## src/rtl/mem_port_arbiter_pkg.sv

```systemverilog
// rtl/mem_port_arbiter_pkg.sv - owner codes, FSM states and the round-robin pick for the shared memory port
package mem_port_arbiter_pkg;

  localparam logic [1:0] OWNER_NONE = 2'd0;
  localparam logic [1:0] OWNER_IF   = 2'd1;
  localparam logic [1:0] OWNER_DM   = 2'd2;

  typedef enum logic {
    ARB_IDLE = 1'b0,
    ARB_WAIT = 1'b1
  } arb_state_t;

  // Round-robin pick: a lone request wins outright, a tie goes to the port not granted last.
  function automatic logic [1:0] pick_owner(input logic if_req, input logic dm_req,
                                            input logic [1:0] last_owner);
    logic [1:0] pick;
    pick = OWNER_NONE;
    if (if_req && dm_req) begin
      pick = (last_owner == OWNER_IF) ? OWNER_DM : OWNER_IF;
    end else if (dm_req) begin
      pick = OWNER_DM;
    end else if (if_req) begin
      pick = OWNER_IF;
    end
    return pick;
  endfunction

endpackage

```

## src/rtl/arb_lat_counter.sv

```systemverilog
// rtl/arb_lat_counter.sv - countdown of the fixed memory read latency with zero detect
module arb_lat_counter #(
  parameter int MEM_LAT = 1
) (
  input  logic clk,
  input  logic rst,
  input  logic load,
  output logic zero
);

  localparam logic [3:0] LOAD_VAL = 4'(MEM_LAT - 1);

  logic [3:0] cnt;

  // Load on issue, then count down to zero and hold; zero marks the completion cycle.
  always_ff @(posedge clk) begin
    if (rst) begin
      cnt <= 4'd0;
    end else if (load) begin
      cnt <= LOAD_VAL;
    end else if (cnt != 4'd0) begin
      cnt <= cnt - 4'd1;
    end
  end

  assign zero = (cnt == 4'd0);

endmodule

```

## src/rtl/mem_port_arbiter.sv

```systemverilog
// rtl/mem_port_arbiter.sv - shares one single-port memory between instruction fetch and data access
module mem_port_arbiter
  import mem_port_arbiter_pkg::*;
#(
  parameter int MEM_LAT = 1
) (
  input  logic        clk,
  input  logic        rst,
  input  logic        if_req,
  input  logic [31:0] if_addr,
  output logic        if_gnt,
  output logic        if_rvalid,
  output logic [31:0] if_rdata,
  input  logic        dm_req,
  input  logic        dm_we,
  input  logic [31:0] dm_addr,
  input  logic [31:0] dm_wdata,
  output logic        dm_gnt,
  output logic        dm_rvalid,
  output logic [31:0] dm_rdata,
  output logic        mem_en,
  output logic        mem_we,
  output logic [31:0] mem_addr,
  output logic [31:0] mem_wdata,
  input  logic [31:0] mem_rdata,
  output logic [1:0]  watch_owner
);

  arb_state_t state, state_next;
  logic [1:0] owner, owner_next;
  logic [1:0] last_owner, last_owner_next;
  logic       owner_we, owner_we_next;
  logic       cnt_load, cnt_zero;
  logic       completing, issue_ok;
  logic [1:0] pick;

  arb_lat_counter #(.MEM_LAT(MEM_LAT)) u_lat (
    .clk  (clk),
    .rst  (rst),
    .load (cnt_load),
    .zero (cnt_zero)
  );

  // State, latched owner/store flag and round-robin history.
  always_ff @(posedge clk) begin
    if (rst) begin
      state      <= ARB_IDLE;
      owner      <= OWNER_NONE;
      owner_we   <= 1'b0;
      last_owner <= OWNER_IF;
    end else begin
      state      <= state_next;
      owner      <= owner_next;
      owner_we   <= owner_we_next;
      last_owner <= last_owner_next;
    end
  end

  // Completion routing, arbitration and memory-port muxing; everything is held at 0 while rst is high
  // so a request present during reset is never granted and an abandoned access never completes.
  always_comb begin
    state_next      = state;
    owner_next      = owner;
    owner_we_next   = owner_we;
    last_owner_next = last_owner;
    cnt_load        = 1'b0;
    if_gnt          = 1'b0;
    if_rvalid       = 1'b0;
    if_rdata        = 32'd0;
    dm_gnt          = 1'b0;
    dm_rvalid       = 1'b0;
    dm_rdata        = 32'd0;
    mem_en          = 1'b0;
    mem_we          = 1'b0;
    mem_addr        = 32'd0;
    mem_wdata       = 32'd0;
    watch_owner     = OWNER_NONE;

    completing = (state == ARB_WAIT) && cnt_zero;
    issue_ok   = (state == ARB_IDLE) || completing;
    pick       = pick_owner(if_req, dm_req, last_owner);

    if (!rst) begin
      if (state == ARB_WAIT) begin
        watch_owner = owner;
      end

      if (completing) begin
        if (owner == OWNER_IF) begin
          if_rvalid = 1'b1;
          if_rdata  = mem_rdata;
        end else if (owner == OWNER_DM) begin
          dm_rvalid = 1'b1;
          dm_rdata  = owner_we ? 32'd0 : mem_rdata;
        end
      end

      if (issue_ok) begin
        case (pick)
          OWNER_DM: begin
            dm_gnt          = 1'b1;
            mem_en          = 1'b1;
            mem_we          = dm_we;
            mem_addr        = dm_addr;
            mem_wdata       = dm_wdata;
            owner_next      = OWNER_DM;
            owner_we_next   = dm_we;
            last_owner_next = OWNER_DM;
            cnt_load        = 1'b1;
            state_next      = ARB_WAIT;
          end
          OWNER_IF: begin
            if_gnt          = 1'b1;
            mem_en          = 1'b1;
            mem_addr        = if_addr;
            owner_next      = OWNER_IF;
            owner_we_next   = 1'b0;
            last_owner_next = OWNER_IF;
            cnt_load        = 1'b1;
            state_next      = ARB_WAIT;
          end
          default: begin
            if (completing) begin
              state_next = ARB_IDLE;
              owner_next = OWNER_NONE;
            end
          end
        endcase
      end
    end
  end

endmodule

```

## config.mk

```make
export PLATFORM = sky130hd
export DESIGN_NAME = mem_port_arbiter
export DESIGN_NICKNAME = d
export VERILOG_FILES = /design/src/rtl/mem_port_arbiter_pkg.sv /design/src/rtl/arb_lat_counter.sv /design/src/rtl/mem_port_arbiter.sv
export SDC_FILE = /design/constraint.sdc
export NUM_CORES = 1
export LEC_CHECK = 0
export BUFFER_PORTS_ARGS = -buffer_cell sky130_fd_sc_hd__buf_2
export CORE_AREA = 3 3 104 106
export CTS_BUF_LIST = sky130_fd_sc_hd__clkbuf_8
export DETAILED_ROUTE_END_ITERATION = 8
export DIE_AREA = 0 0 107 109
export PLACE_DENSITY = 0.53
export SYNTH_ARGS = -nofsm -noshare
export SYNTH_HDL_FRONTEND = slang
export SYNTH_SLANG_ARGS = --single-unit
```

## constraint.sdc

```tcl
create_clock -name clk -period 2.3 [get_ports clk]
set_clock_uncertainty 0.15 [all_clocks]
set_input_delay 0 -clock clk [delete_from_list [all_inputs] [get_ports clk]]
set_output_delay 0 -clock clk [all_outputs]
set_load 0.005 [all_outputs]
```

==> flow_summary.yaml <==
routing:
  drt_iter0_drc: 168
  drc: 0
  wl_per_cell_microns: 15.3
  dr.pass1.iters: 4
  via_count: 2796
  ant_nets: 0
  routed_wirelength_microns: 9820
  viasPerCell: 4.35
clocking:
  clkSinkCount: 10
  clock_path_buffers: 2
  cts_root_buffer: "clkbuf_8"
  htreeDepth: 1
  numCtsBuffers: 3
  cts_tree: "yes"
  clk_pin_slew_ns: 0.05
  worstSkewPairLatency_ns: 0.24
synthesis:
  netlist_area_sq_um: 1650
  synth_seq_cells: 10
  synth_area_per_cell_sq_um: 6.78
  synth_ff_type: "dfxtp_1"
  synth_top_area_share_pct: 25.4
  synth_largest_area_cell: "and2_1"
  ys_async_sr_fraction_pct: 0
  synth_area_leaders: "and2_1, a22oi_1, and3_1, dfxtp_1, nor2_1"
  syn-num-nets: 378
  synth_edf_count: 0
  netlist_instances: 243
  ys_seq_area_share_pct: 12.1
  synth_cell_type_count: 33
  ys_warn_count: 0
grt:
  grt_overflow: 0
  antenna_found_initial: 0
  track_usage_pct: 13.6
  grt_start_max_net_pins: 37
  grt_pass1_vias: 2464
  grt_pass1_wl_microns: 12800
sta:
  hold_violations: 0
  rsz0062_at_grt: "true"
  whs_ns: 0.110
  setup_viol_count_final: 0
  slew_headroom_pct: 67.9
  period_share_pct: 96.8
  tightest_slew_ns: 0.480
  drv_slew: 0
  finalCriticalPeriod_ns: 2.23
  fmax_mhz: 449
floorplanning:
  die_h_microns: 109
  design.core.area_sq_um: 9860
  rows: 36
  initial_utilization_pct: 16.7
  die_area_sq_um: 11700
  ios: 269
  dieWidth_microns: 107
setup_path:
  path_class: "flop to output pin"
  cp_max_fo: 8
  start_kind: "flop"
  arrival_ns: 2.08
  worst_ep_required_time_ns: 2.15
  crit_path_end_kind: "output pin"
placement:
  hpwl_microns: 7940
  io_buffers: 268
  gp_congestion: 0.735
  place_area_sq_um: 3090
cells_and_area:
  drive_gt1_share_pct: 59.4
  antenna_cells: 0
  area_growth_pct: 100
  design_area_sq_um: 3300
  fillers: 1049
  nNetsFinal: 646
flow_run:
  cap_violations: 0
power_and_ir_drop:
  ir_drop_mv: 0.132
  leakagePower_nw: 2.12
  p_per_area_nw_per_um2: 318
run_status:
  run_status: "finished, final reports clean"
min_path:
  hold_class: "input pin to flop"
-- layout make-up --
class	instances	area, sq um	share of cell area [%]
well taps	133	166	5.04
clock buffers	4	55.1	1.67
flip-flops and latches	10	203	6.14
repair buffers	285	1530	46.3
inverters	5	18.8	0.568
multi-input cells	206	1330	40.3
-- registers in the layout, indices dropped and copies added (netlist names) --
register / cells
owner: 2
owner_we: 1
u_lat.cnt: 4
state: 1
last_owner: 2
-- critical path: stages (launching register included) --
cell	delay (ns)
dfxtp_2	0.33
inv_2	0.06
ha_1	0.14
or3b_4	0.43
nor4_4	0.30
buf_4	0.20
clkbuf_16	0.14
and2_1	0.12
buf_2	0.11
-- cells in the final DEF (no fill, tap or decap), types with 3 or more instances in the layout --
cell type / n
nor2_1: 40
inv_1: 3
buf_2: 268
a22oi_1: 33
clkbuf_8: 4
and2_1: 66
dfxtp_1: 8
nor3_1: 4
and3_1: 33
buf_4: 9
-- cell families after synthesis --
logic type | Yosys count | share of synthesized area [%]
simple gates | 153 | 53.2
compound gates | 44 | 21.0
buf+inv | 29 | 9.19
flops | 10 | 12.1
mux | 3 | 1.90
xor+xnor | 2 | 1.06
fa+ha+maj | 2 | 1.52
-- what timing repair did --
item / in CTS / in global routing
hold buffers: 2 / 0
resized for setup: 2 / 12
cloned: 0 / 4
endpoints found under the hold margin: 9 / 0
pin swaps: 0 / 1
setup endpoints to repair: 122 / 109
buffers inserted: 0 / 7
-- worst paths after layout --
kind,start,end,slack (ns),depth (start not counted)
setup / recovery,u_lat.cnt[0],dm_rdata[25],0.07,8
hold / removal,if_req,state,0.11,3
setup reg to reg,u_lat.cnt[0],owner[0],0.22,8
hold reg to reg,last_owner[0],last_owner[0],0.34,1
-- through the flow --
stage                     TNS, ns  util [%]  total power [mW]  cells  setup slack [ns]
final                           0      33.5              1.05    643            0.0747
after detailed placement        0      31.3             0.761    626            0.0832
after floorplan                 0         -             0.510    243             0.546
after global placement          0      31.3             0.746    626             0.194
after global routing      -0.0227      33.5              1.13    643          -0.00517
after CTS                       0      32.1             0.993    632            0.0507
-- where the power goes --
part	internal, mW	leakage [nW]	switching (mW)
Clock	0.151	0.0288	0.0746
Combinational	0.312	2.01	0.306
Sequential	0.191	0.0830	0.0164
-- per-layer routing --
metal  vias to the layer above  part of all wire (%)  track usage (%)  wire, microns
met5                         -                     0                0              0
met4                         0                  0.28             1.92             27
met3                         2                   7.9             1.48            771
met2                       173                    55             26.6           5420
met1                      1254                    37             16.4           3600
li1                       1367                     -                -              -
-- cell usage after synthesis (2+ instances only) --
master	count
a21oi_1	2
a22oi_1	33
and2_1	67
and3_1	33
buf_2	2
buf_6	4
clkbuf_1	10
clkbuf_2	8
dfxtp_1	10
ha_1	2
inv_1	5
mux2i_1	2
nand2_1	2
nor2_1	40
nor2b_1	2
nor3_1	4
(Power assumes the default switching activity.)
